## config.mk

```make
export PLATFORM = sky130hd
export DESIGN_NAME = serializer_ddr_multi
export DESIGN_NICKNAME = d
export VERILOG_FILES = /design/src/rtl/serdes_pkg.sv /design/src/rtl/ddio_out.sv /design/src/rtl/serializer_ddr_multi.sv
export SDC_FILE = /design/constraint.sdc
export NUM_CORES = 1
export LEC_CHECK = 0
export ABC_CLOCK_PERIOD_IN_PS = 2300
export CORE_UTILIZATION = 51
export CTS_CLUSTER_SIZE = 20
export DETAILED_ROUTE_END_ITERATION = 10
export PLACE_DENSITY = 0.76
export SYNTH_ARGS = -nofsm -noshare
export SYNTH_HDL_FRONTEND = slang
export SYNTH_HIERARCHICAL = 1
export SYNTH_SLANG_ARGS = --single-unit
export TNS_END_PERCENT = 20
```

## constraint.sdc

```tcl
create_clock -name serial_clk -period 2.3 [get_ports serial_clk]
set_input_delay 0.46 -clock serial_clk [delete_from_list [all_inputs] [get_ports serial_clk]]
set_output_delay 0.46 -clock serial_clk [all_outputs]
set_load 0.02 [all_outputs]
```

## src/rtl/serdes_pkg.sv

```systemverilog
// Shared serializer/deserializer definitions: parameter legality, test pattern
// and lane helpers operating on maximum-width containers.
package serdes_pkg;

    localparam int MAX_W     = 16;
    localparam int MAX_BUS_W = 256;

    typedef logic [MAX_W-1:0]     word_t;
    typedef logic [MAX_BUS_W-1:0] bus_t;

    function automatic bit params_legal(input int dw, input int ch, input int ddr, input int msb);
        return (dw >= 4) && (dw <= MAX_W) && ((dw % 2) == 0) && (ch >= 1) &&
               ((ch * dw) <= MAX_BUS_W) && (ddr >= 0) && (ddr <= 1) && (msb >= 0) && (msb <= 1);
    endfunction

    function automatic int period(input int dw, input int ddr);
        return (ddr != 0) ? (dw / 2) : dw;
    endfunction

    // Alternating pattern with bit 0 set, i.e. {dw/2{2'b01}}
    function automatic word_t test_pattern(input int dw);
        word_t p;
        for (int i = 0; i < MAX_W; i++) begin
            p[i] = (i < dw) ? ~i[0] : 1'b0;
        end
        return p;
    endfunction

    function automatic word_t lane_slice(input bus_t bus, input int k, input int dw);
        word_t r;
        for (int i = 0; i < MAX_W; i++) begin
            r[i] = (i < dw) ? bus[k * dw + i] : 1'b0;
        end
        return r;
    endfunction

    function automatic word_t bit_reverse(input word_t w, input int dw);
        word_t r;
        for (int i = 0; i < MAX_W; i++) begin
            r[i] = (i < dw) ? w[dw - 1 - i] : 1'b0;
        end
        return r;
    endfunction

    function automatic word_t even_bits(input word_t w);
        word_t r;
        r = {MAX_W{1'b0}};
        for (int i = 0; i < MAX_W / 2; i++) begin
            r[i] = w[2 * i];
        end
        return r;
    endfunction

    function automatic word_t odd_bits(input word_t w);
        word_t r;
        r = {MAX_W{1'b0}};
        for (int i = 0; i < MAX_W / 2; i++) begin
            r[i] = w[2 * i + 1];
        end
        return r;
    endfunction

endpackage

```

## src/rtl/ddio_out.sv

```systemverilog
// Behavioural DDR output cell: d_hi is driven while clk is high, d_lo while clk is low.
module ddio_out #(
    parameter logic RST_VAL = 1'b0
) (
    input  logic clk,
    input  logic rst_n,
    input  logic d_hi,
    input  logic d_lo,
    output logic q
);

    logic hi_q;
    logic lo_q;
    logic lo_neg_q;

    // Capture both halves on the rising edge
    always_ff @(posedge clk or negedge rst_n) begin
        if (!rst_n) begin
            hi_q <= RST_VAL;
            lo_q <= RST_VAL;
        end else begin
            hi_q <= d_hi;
            lo_q <= d_lo;
        end
    end

    // Retime the low half so the output mux never switches on a changing input
    always_ff @(negedge clk or negedge rst_n) begin
        if (!rst_n) begin
            lo_neg_q <= RST_VAL;
        end else begin
            lo_neg_q <= lo_q;
        end
    end

    assign q = clk ? hi_q : lo_neg_q;

endmodule

```

## src/rtl/serializer_ddr_multi.sv

```systemverilog
// Multi-lane parallel-to-serial converter with optional DDR output, bit slip
// and a built-in alternating test pattern.
module serializer_ddr_multi
    import serdes_pkg::*;
#(
    parameter int DATA_W    = 10,
    parameter int CH_NUM    = 4,
    parameter int DDR_EN    = 1,
    parameter int MSB_FIRST = 0
) (
    input  logic                       serial_clk,
    input  logic                       sys_rst_n,
    input  logic                       en,
    input  logic                       test_mode,
    input  logic                       bit_slip,
    input  logic [CH_NUM*DATA_W-1:0]   parallel_data,
    output logic                       word_req,
    output logic                       word_load,
    output logic [CH_NUM-1:0]          serial_data_p,
    output logic [CH_NUM-1:0]          serial_data_n
);

    // Each shift register is exactly one word period long in both modes
    localparam int P     = period(DATA_W, DDR_EN);
    localparam int SR_W  = P;
    localparam int CNT_W = $clog2(P);
    localparam logic [CNT_W-1:0] CNT_LAST = CNT_W'(P - 1);
    localparam logic [CNT_W-1:0] CNT_REQ  = CNT_W'(P - 2);

    if (!params_legal(DATA_W, CH_NUM, DDR_EN, MSB_FIRST)) begin : g_bad_params
        $error("serializer_ddr_multi: illegal parameter combination");
    end

    logic [CNT_W-1:0] bit_cnt_q, bit_cnt_d;
    logic [SR_W-1:0]  rise_q [CH_NUM];
    logic [SR_W-1:0]  rise_d [CH_NUM];
    logic [SR_W-1:0]  fall_q [CH_NUM];
    logic [SR_W-1:0]  fall_d [CH_NUM];
    word_t            lane_word_s [CH_NUM];
    logic [CH_NUM-1:0] ddio_hi_s;
    logic [CH_NUM-1:0] ddio_lo_s;

    // Per-lane word in transmit order
    always_comb begin
        for (int k = 0; k < CH_NUM; k++) begin
            lane_word_s[k] = test_mode ? test_pattern(DATA_W)
                                       : lane_slice(bus_t'(parallel_data), k, DATA_W);
            if (MSB_FIRST != 0) begin
                lane_word_s[k] = bit_reverse(lane_word_s[k], DATA_W);
            end else begin
                lane_word_s[k] = lane_word_s[k];
            end
        end
    end

    // Handshake strobes; slip and disable both suppress them
    always_comb begin
        word_load = sys_rst_n && en && !bit_slip && (bit_cnt_q == CNT_LAST);
        word_req  = sys_rst_n && en && !bit_slip && (bit_cnt_q == CNT_REQ);
    end

    // Next-state: disable clears, slip holds, last count loads, otherwise shift
    always_comb begin
        bit_cnt_d = bit_cnt_q;
        for (int k = 0; k < CH_NUM; k++) begin
            rise_d[k] = rise_q[k];
            fall_d[k] = fall_q[k];
        end
        if (!en) begin
            bit_cnt_d = CNT_LAST;
            for (int k = 0; k < CH_NUM; k++) begin
                rise_d[k] = {SR_W{1'b0}};
                fall_d[k] = {SR_W{1'b0}};
            end
        end else if (bit_slip) begin
            bit_cnt_d = bit_cnt_q;
        end else if (bit_cnt_q == CNT_LAST) begin
            bit_cnt_d = {CNT_W{1'b0}};
            for (int k = 0; k < CH_NUM; k++) begin
                if (DDR_EN != 0) begin
                    rise_d[k] = SR_W'(even_bits(lane_word_s[k]));
                    fall_d[k] = SR_W'(odd_bits(lane_word_s[k]));
                end else begin
                    rise_d[k] = SR_W'(lane_word_s[k]);
                    fall_d[k] = {SR_W{1'b0}};
                end
            end
        end else begin
            bit_cnt_d = bit_cnt_q + CNT_W'(1);
            for (int k = 0; k < CH_NUM; k++) begin
                rise_d[k] = {1'b0, rise_q[k][SR_W-1:1]};
                fall_d[k] = {1'b0, fall_q[k][SR_W-1:1]};
            end
        end
    end

    // State registers
    always_ff @(posedge serial_clk or negedge sys_rst_n) begin
        if (!sys_rst_n) begin
            bit_cnt_q <= CNT_LAST;
            for (int k = 0; k < CH_NUM; k++) begin
                rise_q[k] <= {SR_W{1'b0}};
                fall_q[k] <= {SR_W{1'b0}};
            end
        end else begin
            bit_cnt_q <= bit_cnt_d;
            for (int k = 0; k < CH_NUM; k++) begin
                rise_q[k] <= rise_d[k];
                fall_q[k] <= fall_d[k];
            end
        end
    end

    // Gating with en makes the line idle in the cycle right after disable
    always_comb begin
        for (int k = 0; k < CH_NUM; k++) begin
            ddio_hi_s[k] = en & rise_q[k][0];
            ddio_lo_s[k] = en & ((DDR_EN != 0) ? fall_q[k][0] : rise_q[k][0]);
        end
    end

    for (genvar k = 0; k < CH_NUM; k++) begin : g_lane
        ddio_out #(.RST_VAL(1'b0)) u_ddio_p (
            .clk   (serial_clk),
            .rst_n (sys_rst_n),
            .d_hi  (ddio_hi_s[k]),
            .d_lo  (ddio_lo_s[k]),
            .q     (serial_data_p[k])
        );
        ddio_out #(.RST_VAL(1'b1)) u_ddio_n (
            .clk   (serial_clk),
            .rst_n (sys_rst_n),
            .d_hi  (~ddio_hi_s[k]),
            .d_lo  (~ddio_lo_s[k]),
            .q     (serial_data_n[k])
        );
    end

endmodule

```

# Yosys cells after proc, flatten, opt, wreduce, memory -nomap -nowiden
# Index checks and enable logic that the tools add are counted.
# totals
in_bits	45
output_inout_bits	10
elab_cells	79
ff_bits	67
# op_classes
bitwise_logic	16
n_addsub	1
n_mux	21
n_eq_ne	3
n_reduce_logical	5
# ops
cell	n
$mux 20	6
$mux 10	4
$mux 3	3
$and 1x1->1	8
$mux 1	8
$not 1->1	8
$logic_and 1x1->1	4
$add 3x1->3 const B	1
$eq 3x2->1 const B	1
$eq 3x3->1 const B	1
$ne 2x2->1 const B	1
$logic_not 1->1	1

# Logic depth before layout (Yosys ltp)
# Gate-level depths: netlist of run 1.
# depth
ltp_word	4
depth_mapped	7
depth_no_buf	5

# Hierarchy
# The synthesis of run 1 kept the hierarchy.
# by_module_without_submodules
module	instances	area_each_um2	cells_each	seq_area_each_um2
serializer_ddr_multi	1	1951.9	192	1077.3
ddio_out (g_lane[0].u_ddio_n ...)	4	97.6	5	78.8
ddio_out (g_lane[0].u_ddio_p ...)	4	90.1	4	75.1

==> flow_summary.yaml, run 1 <==
yosys:
  ys_ff_latch: 67
  async_flop_share: 1.00
  yosysSeqAreaShare: 0.626
  synth_top_cell_by_area: "dfrtp_1"
  avgSynthCellArea_sq_um: 11.9
  ys.warnings.count: 6
  synth.most_common_cell: "dfrtp_1"
  syn_nets: 276
  synth_commonest_cells: "dfrtp_1, nor2_1, a221o_1"
  synth-edff-count: 0
  netlist_area_sq_mm: 0.00270
  yosysTopAreaCellShare: 0.463
  synth_cells: 228
  synthFlopType: "dfrtp_1"
  synth.area.top_cells: "dfrtp_1, dfstp_2, a221o_1"
  ys_types: 25
grt:
  grt_max_degree: 40
  grt_pass1_vias: 2085
  grt_usage: 0.233
  globalRouteOverflowTotal: 0
  grt_pass1_wl_mm: 9.25
  antenna_found_initial: 0
layout:
  nNetsFinal: 340
  finish.utilization: 0.703
  drive_above_1_share: 0.209
  stdcell_count: 367
  nFillCells: 376
  antennaDiodeCount: 0
  postLayoutCellArea_sq_mm: 0.00359
  syn2layout_area_growth_pct: 32.9
power:
  p_switching_mw: 0.745
  p_sw_frac: 0.250
  power_frac_clock: 0.470
  power.total_mw: 2.98
  irDropWorstVdd_mv: 0.496
  seqPwrFrac: 0.436
  power.internal_mw: 2.23
  p_comb_frac: 0.094
  powerDensity_mw_per_mm2: 829
  power_leakage_nw: 1.77
sta:
  rsz0062_at_grt: "true"
  finalSetupViolCount: 8
  tns_ns: -4.05
  drv_slew: 0
  fin_ws_ns: -0.547
  worst_pin_slew_ns: 0.599
  skew_ns: 0.0554
  relSlewSlack: 0.601
  hold_viol: 0
die:
  die_h_microns: 74.8
  core_sq_mm: 0.00511
  die_area_sq_mm: 0.00559
  start_util: 0.529
  rows: 26
  die_x_microns: 74.8
  io_pins: 55
route:
  vias: 2048
  dr.first_iter.drc_count: 140
  wl_mm: 5.40
  antenna_left: 0
  wire_per_inst_microns: 14.7
  route.detailed.drc: 0
  vias_per_cell: 5.58
  first_pass_iters: 5
worst_setup_path:
  cp.arrival_ns: 2.39
  cp_max_fo: 1
  rr_endpoint: "fall_q[0]"
  crit_required_ns: 1.84
  rr_startpoint: "bit_cnt_q[0]"
  endpoint_kind: "primary output"
  r2r_setup_slack_ns: 0.54
  worst-r2r-cell-count: 5
  worstSetupPathType: "reg -> out"
  cp-start-kind: "flip-flop"
placed_design:
  placed_area_sq_mm: 0.00333
  port_buffers: 54
  dp.cells: 347
  gp_congestion: 0.762
  hpwl_mm: 3.55
cts:
  cts_setup_buffers: 0
  insertion_delay_ns: 0.48
  path_clk_slew_ns: 0.07
  postCtsHoldBufs: 0
  cts_tree: "done"
status:
  violations: "negative setup slack"
  status: "finished with violations"
run:
  drv_cap: 0
worst_hold_path:
  hp-class: "in -> async"
power by group through the flow:
stage	clock [mW]	combinational [mW]	sequential, mW
global route	1.52	0.315	1.30
floorplan	0.152	0.146	1.30
CTS	1.43	0.283	1.30
global placement	0.199	0.274	1.31
finish	1.40	0.280	1.30
detailed placement	0.199	0.281	1.32
worst max-delay path by stage:
stage,from,to,slack (ns),cells after the start
global placement,g_lane[0].u_ddio_n/lo_neg_q,serial_data_n[0],-0.51,2
CTS,g_lane[0].u_ddio_n/lo_neg_q,serial_data_n[0],-0.58,2
detailed placement,g_lane[0].u_ddio_n/lo_neg_q,serial_data_n[0],-0.51,2
floorplan,g_lane[0].u_ddio_n/lo_neg_q,serial_data_n[0],0.03,1
finish,g_lane[0].u_ddio_n/lo_neg_q,serial_data_n[0],-0.55,2
global route,g_lane[3].u_ddio_n/lo_neg_q,serial_data_n[3],-0.60,2
critical path, stage by stage (launching register included):
cell     delay [ns]
dfstp_2        0.51
mux2_4         0.14
buf_6          0.11
flip-flops by register name, indices dropped and copies added (netlist names):
signal,cells
fall_q,20
g_lane.u_ddio_p/hi_q,4
g_lane.u_ddio_p/lo_q,4
g_lane.u_ddio_n/hi_q,4
rise_q,20
g_lane.u_ddio_p/lo_neg_q,4
g_lane.u_ddio_n/lo_neg_q,4
g_lane.u_ddio_n/lo_q,4
bit_cnt_q,3
metrics by stage:
| stage | worst slack [ns] | hold WS, ns |
|---|---|---|
| after global placement | -0.506 | 0.397 |
| final | -0.547 | 0.0676 |
| after global routing | -0.602 | 0.0482 |
| after CTS | -0.580 | 0.0522 |
| after floorplan | 0.0295 | 0.164 |
| after detailed placement | -0.512 | 0.404 |
per-layer routing:
| metal | share of wire | GRT usage |
|---|---|---|
| met1 | 0.41 | 0.286 |
| met2 | 0.51 | 0.348 |
| met3 | 0.064 | 0.104 |
| met4 | 0.013 | 0.124 |
| met5 | 0 | 0 |
repair_timing:
item	4_1_cts	5_1_grt
hold endpoints to repair	0	0
endpoints found under the setup margin	10	10
gates resized for setup	43	10
layout make-up:
cell class	count	area, sq um	area share
sequential	67	1690	0.471
multi-input combinational	129	880	0.245
timing repair buffer	56	526	0.146
clock buffer	27	337	0.0937
tap	70	87.6	0.0244
inverter	13	48.8	0.0136
clock inverter	5	20.0	0.00557
placed cells by master (no fill, tap or decap):
| master | instances |
|---|---|
| dfrtp_1 | 50 |
| clkdlybuf4s50_1 | 43 |
| nor2_1 | 23 |
| a221o_1 | 17 |
| inv_1 | 16 |
| o21ai_0 | 16 |
| o22ai_1 | 16 |
| clkbuf_8 | 16 |
| nand2_1 | 14 |
| and3_1 | 14 |
| dfstp_2 | 13 |
| buf_4 | 10 |
| mux2_4 | 8 |
| buf_6 | 7 |
| o2111ai_1 | 4 |
| a21oi_1 | 4 |
| a22o_1 | 4 |
| dfrtn_1 | 4 |
| ha_1 | 2 |
| clkbuf_1 | 2 |
| buf_2 | 2 |
| nor3b_1 | 1 |
| nor3_1 | 1 |
| nand4bb_1 | 1 |
| inv_2 | 1 |
| a21o_1 | 1 |
| mux2i_1 | 1 |
| mux2_2 | 1 |
| ha_2 | 1 |
| clkbuf_16 | 1 |
| clkinvlp_2 | 1 |
| clkbuf_2 | 1 |
| clkdlybuf4s15_1 | 1 |
cell families after synthesis:
| kind of cell | Yosys count | share of synthesized area |
|---|---|---|
| compound gates | 62 | 0.166 |
| flops | 67 | 0.626 |
| buf+inv | 32 | 0.0491 |
| mux | 10 | 0.0523 |
| fa+ha+maj | 3 | 0.0139 |
| simple gates | 54 | 0.0926 |
(Power assumes the default switching activity.)
==> run 2, diff against run 1 <==
ABC_CLOCK_PERIOD_IN_PS = 3100   (was 2300)
CORE_UTILIZATION = 40   (was 51)
PLACE_DENSITY = 0.62   (was 0.76)
clock period = 3.1 ns   (was 2.3 ns; I/O delays follow)
==> run 2 against run 1 <==
  * The flow finishes with violations (design-rule violations, negative setup slack)
  * Power is 22% lower
  * Clock power is 17% lower
  * Combinational power is 26% lower
  * Clock skew is 0.0049 ns higher
  * First-iteration DRC count is 27% lower
  * Wire length is 3.4% higher
  * Via count is 3.8% lower
  * Sequential power is 26% lower
  * Register-to-register slack better by 0.47 ns
  * Global-route usage is 5.0 points lower
  * Critical path depth stayed put
  * Worst setup slack better by 0.22 ns
  * Largest power group unchanged
==> flow_summary.yaml, run 2 (synthesis results as in run 1) <==
sta:
  skew_ns: 0.0602
  hold_viol: 0
  tns_ns: -2.20
  finalSetupViolCount: 8
  relSlewSlack: 0.562
  fin_ws_ns: -0.323
  rsz0062_at_grt: "true"
  worst_pin_slew_ns: 0.656
  drv_slew: 0
status:
  status: "finished with violations"
  violations: "design-rule violations, negative setup slack"
route:
  vias_per_cell: 5.30
  route.detailed.drc: 4
  vias: 1970
  wire_per_inst_microns: 15.0
  wl_mm: 5.58
  antenna_left: 0
  dr.first_iter.drc_count: 102
  first_pass_iters: 9
grt:
  antenna_found_initial: 0
  grt_pass1_wl_mm: 9.98
  grt_max_degree: 40
  grt_usage: 0.184
  globalRouteOverflowTotal: 0
  grt_pass1_vias: 2123
layout:
  nNetsFinal: 338
  final_common_cell: "dfrtp_1"
  drive_above_1_share: 0.200
  final_cell_mix: "dfrtp_1, clkdlybuf4s50_1, nor2_1, a221o_1"
  syn2layout_area_growth_pct: 33.1
  antennaDiodeCount: 0
  reg_top3: "fall_q (20), rise_q (20)"
  nFillCells: 571
  stdcell_count: 372
placed_design:
  dp_worst_setup_slack_ns: -0.275
  gp_congestion: 0.764
  port_buffers: 54
  dp.cells: 352
  hpwl_mm: 3.56
worst_setup_path:
  rr_startpoint: "g_lane[1].u_ddio_n/lo_q"
  cp_max_fo: 1
  worstSetupPathType: "reg -> out"
  cp.arrival_ns: 2.80
  crit_required_ns: 2.48
  endpoint_kind: "primary output"
  crit_start: "g_lane[2].u_ddio_n/lo_neg_q"
  worst-r2r-cell-count: 0
  cp-start-kind: "flip-flop"
power:
  powerDensity_mw_per_mm2: 646
  power_leakage_nw: 1.77
  irDropWorstVdd_mv: 0.288
  power.total_mw: 2.33
die:
  io_pins: 55
  core_sq_mm: 0.00642
  start_util: 0.421
  die_x_microns: 84.2
  rows: 29
  die_h_microns: 84.2
  die_area_sq_mm: 0.00709
worst_hold_path:
  hp-class: "in -> async"
cts:
  path_clk_slew_ns: 0.06
  cts_tree: "done"
  cts_setup_buffers: 0
  insertion_delay_ns: 0.50
run:
  drv_cap: 0
[run 2: area by class of cell]
type	count	area, sq um	area share
Sequential cell	67	1690	0.471
Clock buffer	23	262	0.0727
Inverter	13	48.8	0.0136
Tap cell	77	96.3	0.0268
Timing Repair Buffer	54	515	0.143
Clock inverter	9	105	0.0292
Multi-Input combinational cell	129	877	0.244
[run 2: power breakdown]
group	internal (mW)	switching, mW	total, mW
combinational	0.104	0.103	0.207
clock	0.718	0.438	1.16
sequential	0.933	0.0286	0.962
total	1.76	0.570	2.33
[run 2: critical path, stage by stage (launching register included)]
cell and delay, ns:
dfstp_2 0.51, mux2_4 0.14, buf_6 0.11
[run 2: per-stage QoR]
step           hold WS, ns  instance area (sq um)  utilization
6_report            0.0881                   3600        0.560
5_1_grt             0.0949                   3600        0.560
4_1_cts             0.0920                   3600        0.560
3_5_place_dp         0.401                   3330        0.518
3_3_place_gp         0.395                   3330        0.518
2_1_floorplan        0.324                   2700            -
[run 2: per-layer routing]
layer,part of all wire,track usage
met5,0,0
met4,0.020,0.0972
met3,0.045,0.0659
met2,0.47,0.274
met1,0.47,0.235
[run 2: timing repair]
action / CTS / global route
setup endpoints to repair: 8 / 8
hold buffers: 0 / 0
resized for setup: 40 / 0
hold endpoints to repair: 0 / 0
[run 2: final timing paths]
path | endpoint | slack (ns)
max | serial_data_n[2] | -0.32
min | g_lane[3].u_ddio_p/hi_q | 0.09
min in group serial_clk | g_lane[3].u_ddio_n/lo_q | 0.41
max in group asynchronous | g_lane[0].u_ddio_p/lo_neg_q | 1.17
min reg2reg | g_lane[3].u_ddio_n/lo_q | 0.41
max reg2reg | g_lane[1].u_ddio_n/lo_neg_q | 1.01
